`src/rtl/ddc_pkg.sv`:
```
// Shared types and constants for the DDC retune sequencer.
package ddc_pkg;

    localparam int DDC_DECIM_W = 6;
    localparam int DDC_NCO_W   = 32;
    localparam logic [DDC_DECIM_W-1:0] DDC_MIN_DECIM = 6'd4;

    typedef struct packed {
        logic [DDC_NCO_W-1:0]   freq;
        logic [DDC_DECIM_W-1:0] decim;
        logic                   bypass;
    } ddc_cfg_t;

    typedef enum logic [2:0] {
        ST_IDLE,
        ST_DRAIN,
        ST_APPLY,
        ST_SETTLE,
        ST_RUN
    } tune_state_e;

    // The CIC cannot run below the minimum decimation, so smaller requests are raised.
    function automatic logic [DDC_DECIM_W-1:0] clamp_decim(input logic [DDC_DECIM_W-1:0] d);
        return (d < DDC_MIN_DECIM) ? DDC_MIN_DECIM : d;
    endfunction

endpackage

```
`src/rtl/ddc_tune_ctrl_if.sv`:
```
// Retune request channels from the host register file and the hop scheduler.
interface ddc_tune_ctrl_if #(
    parameter int NCO_WIDTH = 32
);
    import ddc_pkg::*;

    logic                   host_req_valid;
    logic                   host_req_ready;
    logic [NCO_WIDTH-1:0]   host_req_freq;
    logic [DDC_DECIM_W-1:0] host_req_decim;
    logic                   host_req_bypass;

    logic                   hop_req_valid;
    logic                   hop_req_ready;
    logic [NCO_WIDTH-1:0]   hop_req_freq;
    logic [DDC_DECIM_W-1:0] hop_req_decim;
    logic                   hop_req_bypass;

    modport master (
        output host_req_valid, host_req_freq, host_req_decim, host_req_bypass,
        output hop_req_valid, hop_req_freq, hop_req_decim, hop_req_bypass,
        input  host_req_ready, hop_req_ready
    );

    modport slave (
        input  host_req_valid, host_req_freq, host_req_decim, host_req_bypass,
        input  hop_req_valid, hop_req_freq, hop_req_decim, hop_req_bypass,
        output host_req_ready, hop_req_ready
    );

endinterface

```
`src/rtl/ddc_req_arb.sv`:
```
// Two-way fixed-priority retune arbiter: the hop scheduler always wins over the host.
module ddc_req_arb
    import ddc_pkg::*;
(
    input  logic     host_valid,
    input  ddc_cfg_t host_cfg,
    input  logic     hop_valid,
    input  ddc_cfg_t hop_cfg,
    output logic     host_gnt,
    output logic     hop_gnt,
    output logic     any_req,
    output logic     sel_src,
    output ddc_cfg_t sel_cfg
);

    assign hop_gnt  = hop_valid;
    assign host_gnt = host_valid && !hop_valid;
    assign any_req  = host_valid || hop_valid;
    assign sel_src  = hop_valid;
    assign sel_cfg  = hop_valid ? hop_cfg : host_cfg;

endmodule

```
`src/rtl/ddc_tune_ctrl.sv`:
```
// Retune sequencer for ddc_core: drain, apply, settle, then pass the DDC stream through.
// Statistics counters are built only when DDC_TUNE_STATS_EN is defined.
module ddc_tune_ctrl
    import ddc_pkg::*;
#(
    parameter int NCO_WIDTH    = 32,
    parameter int DATA_WIDTH   = 16,
    parameter int CIC_STAGES   = 4,
    parameter int DRAIN_CYCLES = 4,
    parameter int SETTLE_EXTRA = 2
) (
    input  logic                    clk,
    input  logic                    rst_n,
    input  logic                    run_en,
    ddc_tune_ctrl_if.slave          req,
    output logic [NCO_WIDTH-1:0]    ddc_cfg_nco_freq,
    output logic [DDC_DECIM_W-1:0]  ddc_cfg_decimation,
    output logic                    ddc_cfg_bypass_cic,
    output logic                    ddc_cfg_enable,
    input  logic [2*DATA_WIDTH-1:0] s_ddc_tdata,
    input  logic                    s_ddc_tvalid,
    output logic                    s_ddc_tready,
    output logic [2*DATA_WIDTH-1:0] m_axis_tdata,
    output logic                    m_axis_tvalid,
    input  logic                    m_axis_tready,
    output logic                    tune_done,
    output logic                    tune_src,
    output logic                    busy,
    output logic [15:0]             tune_count,
    output logic [15:0]             drop_count
);

    localparam int SETTLE_N = CIC_STAGES + SETTLE_EXTRA;
    localparam int DISC_W   = $clog2(SETTLE_N + 1);
    localparam int DRAIN_W  = $clog2(DRAIN_CYCLES + 1);

    tune_state_e        state;
    logic [DRAIN_W-1:0] drain_cnt;
    logic [DISC_W-1:0]  disc_cnt;
    ddc_cfg_t           pend_cfg;
    logic               pend_src;

    ddc_cfg_t host_cfg, hop_cfg, sel_cfg;
    logic     host_gnt, hop_gnt, any_req, sel_src;
    logic     sampling, settle_done;

    assign host_cfg = '{freq: DDC_NCO_W'(req.host_req_freq), decim: req.host_req_decim,
                        bypass: req.host_req_bypass};
    assign hop_cfg  = '{freq: DDC_NCO_W'(req.hop_req_freq), decim: req.hop_req_decim,
                        bypass: req.hop_req_bypass};

    ddc_req_arb u_arb (
        .host_valid (req.host_req_valid),
        .host_cfg   (host_cfg),
        .hop_valid  (req.hop_req_valid),
        .hop_cfg    (hop_cfg),
        .host_gnt   (host_gnt),
        .hop_gnt    (hop_gnt),
        .any_req    (any_req),
        .sel_src    (sel_src),
        .sel_cfg    (sel_cfg)
    );

    assign sampling           = (state == ST_IDLE) || (state == ST_RUN);
    assign req.host_req_ready = sampling && host_gnt;
    assign req.hop_req_ready  = sampling && hop_gnt;

    // SETTLE ends on the beat that consumes the last discard, so the next beat is never lost.
    assign settle_done = (disc_cnt == '0) || (s_ddc_tvalid && disc_cnt == DISC_W'(1));

    assign m_axis_tdata   = s_ddc_tdata;
    assign ddc_cfg_enable = ((state == ST_SETTLE) || (state == ST_RUN)) && run_en;

    always_comb begin
        s_ddc_tready  = 1'b0;
        m_axis_tvalid = 1'b0;
        case (state)
            ST_RUN: begin
                s_ddc_tready  = m_axis_tready;
                m_axis_tvalid = s_ddc_tvalid;
            end
            ST_IDLE, ST_DRAIN: s_ddc_tready = 1'b1;
            // With nothing left to discard the beat is held for RUN rather than dropped.
            ST_SETTLE:         s_ddc_tready = (disc_cnt != '0);
            default:           s_ddc_tready = 1'b0;
        endcase
    end

    always_ff @(posedge clk or negedge rst_n) begin
        if (!rst_n) begin
            state              <= ST_IDLE;
            drain_cnt          <= '0;
            disc_cnt           <= '0;
            pend_cfg           <= '0;
            pend_src           <= 1'b0;
            ddc_cfg_nco_freq   <= '0;
            ddc_cfg_decimation <= DDC_MIN_DECIM;
            ddc_cfg_bypass_cic <= 1'b0;
            tune_done          <= 1'b0;
            tune_src           <= 1'b0;
            busy               <= 1'b0;
        end else begin
            tune_done <= 1'b0;
            case (state)
                ST_IDLE, ST_RUN: begin
                    if (any_req) begin
                        pend_cfg  <= sel_cfg;
                        pend_src  <= sel_src;
                        drain_cnt <= DRAIN_W'(DRAIN_CYCLES - 1);
                        busy      <= 1'b1;
                        state     <= ST_DRAIN;
                    end
                end
                ST_DRAIN: begin
                    if (drain_cnt == '0) state <= ST_APPLY;
                    else                 drain_cnt <= drain_cnt - 1'b1;
                end
                ST_APPLY: begin
                    ddc_cfg_nco_freq   <= NCO_WIDTH'(pend_cfg.freq);
                    ddc_cfg_decimation <= clamp_decim(pend_cfg.decim);
                    ddc_cfg_bypass_cic <= pend_cfg.bypass;
                    tune_src           <= pend_src;
                    disc_cnt           <= pend_cfg.bypass ? '0 : DISC_W'(SETTLE_N);
                    state              <= ST_SETTLE;
                end
                ST_SETTLE: begin
                    if (settle_done) begin
                        state     <= ST_RUN;
                        busy      <= 1'b0;
                        tune_done <= 1'b1;
                    end else if (s_ddc_tvalid) begin
                        disc_cnt <= disc_cnt - 1'b1;
                    end
                end
                default: state <= ST_IDLE;
            endcase
        end
    end

`ifdef DDC_TUNE_STATS_EN
    logic drop_beat;
    assign drop_beat = s_ddc_tvalid && s_ddc_tready &&
                       ((state == ST_IDLE) || (state == ST_DRAIN) || (state == ST_SETTLE));

    always_ff @(posedge clk or negedge rst_n) begin
        if (!rst_n) begin
            tune_count <= '0;
            drop_count <= '0;
        end else begin
            if (state == ST_APPLY && tune_count != 16'hFFFF) tune_count <= tune_count + 1'b1;
            if (drop_beat && drop_count != 16'hFFFF)         drop_count <= drop_count + 1'b1;
        end
    end
`else
    assign tune_count = '0;
    assign drop_count = '0;
`endif

endmodule
```
`src/flat_wrapper.sv`:
```
// flat-port wrapper written by rule: the top's interface ports become plain ports
module ddc_tune_ctrl_flat import ddc_pkg::*;
#(
    parameter int NCO_WIDTH    = 32,
    parameter int DATA_WIDTH   = 16,
    parameter int CIC_STAGES   = 4,
    parameter int DRAIN_CYCLES = 4,
    parameter int SETTLE_EXTRA = 2
)
  (clk, rst_n, run_en, ddc_cfg_nco_freq, ddc_cfg_decimation, ddc_cfg_bypass_cic, ddc_cfg_enable, s_ddc_tdata, s_ddc_tvalid, s_ddc_tready, m_axis_tdata, m_axis_tvalid, m_axis_tready, tune_done, tune_src, busy, tune_count, drop_count, req_host_req_valid, req_host_req_freq, req_host_req_decim, req_host_req_bypass, req_hop_req_valid, req_hop_req_freq, req_hop_req_decim, req_hop_req_bypass, req_host_req_ready, req_hop_req_ready);
  ddc_tune_ctrl_if #(.NCO_WIDTH(NCO_WIDTH)) req_i ();
  input  logic clk;
  input  logic rst_n;
  input  logic run_en;
  output logic [NCO_WIDTH-1:0] ddc_cfg_nco_freq;
  output logic [DDC_DECIM_W-1:0] ddc_cfg_decimation;
  output logic ddc_cfg_bypass_cic;
  output logic ddc_cfg_enable;
  input  logic [2*DATA_WIDTH-1:0] s_ddc_tdata;
  input  logic s_ddc_tvalid;
  output logic s_ddc_tready;
  output logic [2*DATA_WIDTH-1:0] m_axis_tdata;
  output logic m_axis_tvalid;
  input  logic m_axis_tready;
  output logic tune_done;
  output logic tune_src;
  output logic busy;
  output logic [15:0] tune_count;
  output logic [15:0] drop_count;
  input wire logic [$bits(req_i.host_req_valid)-1:0] req_host_req_valid;
  input wire logic [$bits(req_i.host_req_freq)-1:0] req_host_req_freq;
  input wire logic [$bits(req_i.host_req_decim)-1:0] req_host_req_decim;
  input wire logic [$bits(req_i.host_req_bypass)-1:0] req_host_req_bypass;
  input wire logic [$bits(req_i.hop_req_valid)-1:0] req_hop_req_valid;
  input wire logic [$bits(req_i.hop_req_freq)-1:0] req_hop_req_freq;
  input wire logic [$bits(req_i.hop_req_decim)-1:0] req_hop_req_decim;
  input wire logic [$bits(req_i.hop_req_bypass)-1:0] req_hop_req_bypass;
  output wire logic [$bits(req_i.host_req_ready)-1:0] req_host_req_ready;
  output wire logic [$bits(req_i.hop_req_ready)-1:0] req_hop_req_ready;
  assign req_i.host_req_valid = req_host_req_valid;
  assign req_i.host_req_freq = req_host_req_freq;
  assign req_i.host_req_decim = req_host_req_decim;
  assign req_i.host_req_bypass = req_host_req_bypass;
  assign req_i.hop_req_valid = req_hop_req_valid;
  assign req_i.hop_req_freq = req_hop_req_freq;
  assign req_i.hop_req_decim = req_hop_req_decim;
  assign req_i.hop_req_bypass = req_hop_req_bypass;
  assign req_host_req_ready = req_i.host_req_ready;
  assign req_hop_req_ready = req_i.hop_req_ready;
  ddc_tune_ctrl #(.NCO_WIDTH(NCO_WIDTH), .DATA_WIDTH(DATA_WIDTH), .CIC_STAGES(CIC_STAGES), .DRAIN_CYCLES(DRAIN_CYCLES), .SETTLE_EXTRA(SETTLE_EXTRA)) u_core (.clk(clk), .rst_n(rst_n), .run_en(run_en), .req(req_i), .ddc_cfg_nco_freq(ddc_cfg_nco_freq), .ddc_cfg_decimation(ddc_cfg_decimation), .ddc_cfg_bypass_cic(ddc_cfg_bypass_cic), .ddc_cfg_enable(ddc_cfg_enable), .s_ddc_tdata(s_ddc_tdata), .s_ddc_tvalid(s_ddc_tvalid), .s_ddc_tready(s_ddc_tready), .m_axis_tdata(m_axis_tdata), .m_axis_tvalid(m_axis_tvalid), .m_axis_tready(m_axis_tready), .tune_done(tune_done), .tune_src(tune_src), .busy(busy), .tune_count(tune_count), .drop_count(drop_count));
endmodule
```
`config.mk`:
```
export PLATFORM = sky130hd
export DESIGN_NAME = ddc_tune_ctrl_flat
export DESIGN_NICKNAME = d
export VERILOG_FILES = /design/src/rtl/ddc_pkg.sv /design/src/rtl/ddc_tune_ctrl_if.sv /design/src/rtl/ddc_req_arb.sv /design/src/rtl/ddc_tune_ctrl.sv /design/src/flat_wrapper.sv
export SDC_FILE = /design/constraint.sdc
export NUM_CORES = 1
export LEC_CHECK = 0
export ABC_AREA = 1
export CAP_MARGIN = 20
export CORE_MARGIN = 8
export CORE_UTILIZATION = 44
export DETAILED_ROUTE_END_ITERATION = 6
export PLACE_DENSITY = 0.87
export SLEW_MARGIN = 15
export SYNTH_ARGS = -nofsm -noshare
export SYNTH_HDL_FRONTEND = slang
export SYNTH_SLANG_ARGS = --single-unit
```
`constraint.sdc`:
```
create_clock -name clk -period 3.82 [get_ports clk]
set_input_delay 0.573 -clock clk [delete_from_list [all_inputs] [get_ports clk]]
set_output_delay 0.573 -clock clk [all_outputs]
set_load 0.02 [all_outputs]
```
==> results of run 1 <==
[sequential cells by signal, summed over array words and instances, names as in the netlist, 3 cells and up]
register                   cells
u_core.pend_cfg               39
u_core.ddc_cfg_nco_freq       32
u_core.ddc_cfg_decimation      6
u_core.disc_cnt                3
u_core.drain_cnt               3
u_core.state                   3
[placed cells by master (no fill, tap or decap), types with 4 or more instances in the layout]
cell	count
dfrtp_1	90
clkdlybuf4s50_1	129
or2_2	22
o21ai_0	77
nand2_1	72
nand3_1	14
inv_6	4
inv_1	54
ha_1	5
nor2_1	9
or2_0	10
conb_1	32
o211ai_1	37
buf_4	6
clkbuf_8	9
or2_1	5
[logic make-up (layout without fill, tap and decap cells)]
logic type	after synthesis	count (layout)
buffers and inverters	144	208
and+or+nand+nor	138	138
AOI/OAI and AO/OA	125	125
DFF	91	91
adders and majority gates	5	5
other	1	32
xor gates and xnor gates	1	1
[per-layer routing]
| layer | part of all wire [%] | up-vias | track usage [%] |
|---|---|---|---|
| met3 | 6.1 | 37 | 4.32 |
| met2 | 50 | 139 | 27.5 |
| li1 | - | 1723 | - |
| met4 | 3.2 | 0 | 7.69 |
| met5 | 0 | - | 0 |
| met1 | 40 | 1725 | 17.8 |
[worst paths after layout]
kind | start | to | cells past startpoint
worst max-delay path | u_core.state[2]$_DFFE_PN0P_ | ddc_cfg_enable | 4
worst min-delay path | rst_n | u_core.ddc_cfg_nco_freq[20]$_DFFE_PN0P_ | 1
worst max register to register | u_core.state[2]$_DFFE_PN0P_ | u_core.ddc_cfg_decimation[2]$_DFFE_PN1P_ | 5
worst min register to register | u_core.disc_cnt[2]$_DFFE_PN0P_ | u_core.disc_cnt[2]$_DFFE_PN0P_ | 2
max in group asynchronous | rst_n | u_core.ddc_cfg_nco_freq[19]$_DFFE_PN0P_ | 3
min in group clk | u_core.disc_cnt[2]$_DFFE_PN0P_ | u_core.disc_cnt[2]$_DFFE_PN0P_ | 2
[power by group]
part	total [mW]	switching, mW	internal (mW)
clock network	0.613	0.366	0.246
logic	1.99	1.17	0.823
registers	1.64	0.210	1.43
total	4.25	1.75	2.50
[worst reg2reg max path: cells and delay by family (launching register included)]
family | cells | cell delay, ns
AOI/OAI and AO/OA | 1 | 0.17
buffers and inverters | 3 | 0.81
DFF | 1 | 0.42
and+or+nand+nor | 1 | 0.52
[through the flow]
stage                     utilization (%)  setup slack (ns)
final                                56.9              1.22
after global routing                 56.9              1.09
after CTS                            56.6              1.22
after detailed placement             54.8              1.31
after global placement               54.8              1.33
after floorplan                         -              1.83
[final cells by class]
| type | count | area (um2) | area share (%) |
|---|---|---|---|
| clock buffer | 9 | 124 | 2.14 |
| tap | 136 | 170 | 2.94 |
| timing repair buffer | 137 | 1370 | 23.6 |
| clock inverter | 7 | 57.6 | 0.994 |
| inverter | 55 | 206 | 3.57 |
| sequential | 91 | 2280 | 39.3 |
| multi-input combinational | 301 | 1590 | 27.4 |
==> run metrics, run 1 <==
fin nets=717; core footprint=0.0102 mm2; grt total ovfl=0; H-tree levels=3; cell area after layout=0.00579 mm2; share of the synthesized area in the top cell type=slightly below 50%; number of remaining DRC errors=0; CP Class=reg -> out; CTS tree=built; max-cap violation count=0; clock skew=roughly 0.015 ns; Final Setup Violations=0; worst path bufs/invs=2; post-route clock period utilization=approximately 70%; PostCTS Resize Cnt=0; reg-to-reg setup timing slack=between 1.5 and 2 ns; Seq/Total Area, Yosys=50.1%; Port-buffer cells=131; total CTS buffers=9; Critical Path Sink Type=primary output; # clock sinks=91; worst path cell trace=inv_1 -> nand3_1 -> a21boi_0 -> clkdlybuf4s50_1; ys async rst share=100%; Synth Area in Simple Gates=14.2%; outcome=completed; total power=4.25 mW; Post-Synth Adder-Cell Area=under 10%; Post-synth EDFFs=0; number of global-route vias before repair=3830; Post-CTS Setup Bufs=0; final hold violation count=0; Cell Count, Final, Fillers Out=736; xor and xnor area share after synthesis=0.193%; top-count cell post-synth=dfrtp_1; DIE HEIGHT=roughly 120 um; largest net degree at the start of global routing=81; Syn Inst Count=505; Synth area leaders=dfrtp_1, buf_4, o21ai_0; DIE AREA=between 0.01 and 0.015 mm2; Crit path arrival time=2.03 ns; starting density of the core=44.7%; Main synth FF type=dfrtp_1; initial antenna violation count=0; post-synthesis register bit count=91; Cell Area, Placed=between 0.005 and 0.006 mm2; CP top delay family=buffers and inverters; mux cell area share after synthesis=0%; post-synthesis compound-gate area fraction=between 15 and 20%; row cnt=37; worst-path fanout max=6; Cells after DPL=719; post-layout min period=roughly 2.6 ns; hold crit path type=in -> async; Antenna diodes=0; Yosys warning count=0; Slew headroom=a little under three fifths; cell taking the most area after synthesis=dfrtp_1; share of layout cells above drive strength 1=roughly 8.5%; clk root buf=clkbuf_8; Avg Cell Area, Syn=9.01 um2; DRT Pass-1 Iters=4; Iteration-0 DRC Markers=224; GRT Util Overall=15.9%; Hold Buf Count CTS=0; via count=3624; top-level I/O count=around 230; max incr delay on CP=0.64 ns; Clock Latency Late Sink=roughly 0.35 ns; synthesized area=0.00455 mm2; Fin Setup TNS=0 ns; PD cells=734 mW/mm2; P_leak=around 2.6 nW; CTS Buffer Depth=2; vias per inst=4.92; area delta synth->final=27.3%; fin. max-slew vios=0; synth unique cells=31; Worst EP required=roughly 3.3 ns; Worst Setup Start Kind=flip-flop; Highest Clock Rate=approximately 380 MHz; Synth top cells by count=dfrtp_1, o21ai_0, nand2_1; post-DP HPWL=8300 um; Final ANT Viol Nets=0; GP Congestion=around 0.8; RSZ-0062 raised after global routing=false; post-DR wirelength/cell=15.2 um; Min Hold Slack=0.148 ns; crit path max-delay cell type=clkdlybuf4s50_1; Die X=118 um; # fillers=920; global-route wire length before repair=approximately 18000 um; worst IR drop on VDD=328 uV; Reg clk slew, reported paths=approximately 0.10 ns; WL final=11200 um; Worst Tran Pin Value=0.671 ns; largest family of logic cells by synthesized area=buffers and inverters
No activity file was read; power rests on OpenSTA's default activity.
==> inputs of run 2 (changes only) <==
--- a/config.mk
+++ b/config.mk
@@ -8,9 +8,9 @@
 export ABC_AREA = 1
 export CAP_MARGIN = 20
 export CORE_MARGIN = 8
-export CORE_UTILIZATION = 44
+export CORE_UTILIZATION = 41
 export DETAILED_ROUTE_END_ITERATION = 6
-export PLACE_DENSITY = 0.87
+export PLACE_DENSITY = 0.82
 export SLEW_MARGIN = 15
 export SYNTH_ARGS = -nofsm -noshare
 export SYNTH_HDL_FRONTEND = slang
==> constraint.sdc (replaced) <==
create_clock -name clk -period 2.5 [get_ports clk]
set_input_delay 0.375 -clock clk [delete_from_list [all_inputs] [get_ports clk]]
set_output_delay 0.375 -clock clk [all_outputs]
set_load 0.02 [all_outputs]
==> run 2 against run 1 <==
Register-to-register slack got worse by 1.1 ns. Final area grew 0.32%. Sequential share of layout area down 0.13 points. Via count decreased by 2.3%. Power is 53% higher. Critical path type unchanged. Critical endpoint is now m_axis_tvalid. Largest cell class unchanged. Highest routed layer unchanged.
==> run metrics, run 2 (synthesis gave the netlist of run 1 again) <==
outcome=completed (unchanged); top-level I/O count=228 (unchanged); total CTS buffers=9 (unchanged); post-DR wirelength/cell=15.4 um (was 15.2 um); R2R cell count=7 (was 5); clock skew=0.00624 ns (was 0.0146 ns); number of remaining DRC errors=0 (unchanged); P_leak=2.68 nW (was 2.64 nW); Biggest register=u_core.pend_cfg (unchanged); GRT Util Overall=15.7% (was 15.9%); hold crit path type=in -> async (unchanged); grt total ovfl=0 (unchanged); PD cells=1120 mW/mm2 (was 734 mW/mm2); Final Setup Violations=0 (unchanged); CTS tree=built (unchanged); most frequent cells in the layout=clkdlybuf4s50_1, dfrtp_1, o21ai_0 (unchanged); # clock sinks=91 (unchanged); Port-buffer cells=131 (unchanged); Die X=121 um (was 118 um); vias per inst=4.79 (was 4.92); share of layout cells above drive strength 1=8.00% (was 8.50%); Min Hold Slack=0.0894 ns (was 0.148 ns); GP Congestion=0.814 (was 0.809); Cell Count, Final, Fillers Out=740 (was 736); Antenna diodes=0 (unchanged); core footprint=0.0108 mm2 (was 0.0102 mm2); Slew headroom=48.1% (was 55.2%); max-cap violation count=0 (unchanged); final hold violation count=0 (unchanged); met3 GRT Util=4.42% (was 4.32%); DIE HEIGHT=121 um (was 118 um); starting density of the core=42.0% (was 44.7%); Crit path arrival time=1.91 ns (was 2.03 ns); via count=3542 (was 3624); met1 Use GR=17.2% (was 17.8%); Core Util, Final=53.6% (was 56.9%); max FFs per register=39 (unchanged); Critical Path Sink Type=primary output (unchanged); global-route wire length before repair=18500 um (was 18400 um); DIE AREA=0.0147 mm2 (was 0.0138 mm2); CTS Buffer Depth=2 (unchanged); Cells after DPL=724 (was 719); CP Class=reg -> out (unchanged); Worst Tran Pin Value=0.778 ns (was 0.671 ns); Worst EP required=2.12 ns (was 3.25 ns); setup slack after layout=0.216 ns (was 1.22 ns); number of global-route vias before repair=3806 (was 3830); RSZ-0062 raised after global routing=false (unchanged); post-route clock period utilization=91.4%; pre-CTS WS=0.427 ns (was 1.31 ns); Fin Setup TNS=0 ns (unchanged); GR Util met2=26.9% (was 27.5%); area delta synth->final=27.7% (was 27.3%); reg-to-reg setup timing slack=0.72 ns (was 1.83 ns); Highest Clock Rate=approximately 440 MHz; Worst Setup Start Kind=flip-flop (unchanged); post-DP HPWL=8490 um (was 8300 um); post-layout min period=2.28 ns; gr busiest metal=met2 (unchanged); fin nets=717 (unchanged); initial antenna violation count=0 (unchanged); commonest non-fill, non-tap cell in the layout=clkdlybuf4s50_1 (unchanged); Iteration-0 DRC Markers=216 (was 224); H-tree levels=3 (unchanged); row cnt=38 (was 37); worst-path fanout max=7 (was 6); Reg clk slew, reported paths=0.08 ns (was 0.10 ns); Final ANT Viol Nets=0 (unchanged); worst IR drop on VDD=635 uV (was 328 uV); clk root buf=clkbuf_8 (unchanged); Clock Latency Late Sink=0.35 ns (about the same); largest net degree at the start of global routing=81 (unchanged); reg2reg end=u_core.disc_cnt[1]$_DFFE_PN0P_ (was u_core.ddc_cfg_decimation[2]$_DFFE_PN1P_); R2R Path Start=u_core.state[2]$_DFFE_PN0P_ (unchanged); biggest regs=u_core.pend_cfg: 39 flops, u_core.ddc_cfg_nco_freq: 32 flops, u_core.ddc_cfg_decimation: 6 flops (unchanged); WL final=11400 um (was 11200 um); DRT Pass-1 Iters=4 (unchanged); fin. max-slew vios=0 (unchanged)
## run 2: metrics by stage
| stage | area (um2) | power [mW] |
|---|---|---|
| after floorplan | 4660 | 4.44 |
| after global placement | 5630 | 5.49 |
| after detailed placement | 5630 | 5.67 |
| after CTS | 5800 | 6.58 |
| after global routing | 5810 | 7.03 |
| final | 5810 | 6.48 |
## run 2: how the worst max path moves through the flow
stage,from,to,slack (ns),cells after the start
after floorplan,u_core.state[0]$_DFFE_PN0P_,ddc_cfg_enable,0.88,5
after detailed placement,req_host_req_valid,req_host_req_ready,0.43,4
after CTS,u_core.disc_cnt[0]$_DFFE_PN0P_,s_ddc_tready,0.06,5
final,u_core.state[1]$_DFFE_PN0P_,m_axis_tvalid,0.22,6
after global placement,req_host_req_valid,req_host_req_ready,0.41,4
after global routing,u_core.state[1]$_DFFE_PN0P_,m_axis_tvalid,0.04,6
## run 2: what timing repair did
action                     in CTS  in global routing
hold buffers                    0                  0
setup endpoints to repair       0                  2
gates resized for setup         0                  2
setup buffers                   0                  0
## run 2: critical path: stages, from the launching register on
cell and delay, ns:
dfrtp_1 0.44, inv_1 0.13, nand2_2 0.13, inv_1 0.10, nand2_1 0.07, nor2_1 0.08
clkdlybuf4s50_1 0.61
## run 2: layer usage
| metal | up-vias | part of all wire [%] |
|---|---|---|
| li1 | 1721 | - |
| met1 | 1666 | 40 |
| met2 | 114 | 50 |
| met3 | 41 | 7.2 |
| met4 | 0 | 3.0 |
| met5 | - | 0 |
## run 2: final cells by class
type / count / area [um2]
Multi-Input combinational cell: 301 / 1590
Tap cell: 140 / 175
Sequential cell: 91 / 2280
Clock inverter: 2 / 10.0
Clock buffer: 14 / 163
Inverter: 55 / 206
Fill cell: 970 / 5030
Timing Repair Buffer: 137 / 1390
## run 2: where the power goes
part | switching [mW] | internal (mW)
clock | 0.472 | 0.415
combinational | 1.80 | 1.29
sequential | 0.321 | 2.19
total | 2.59 | 3.89
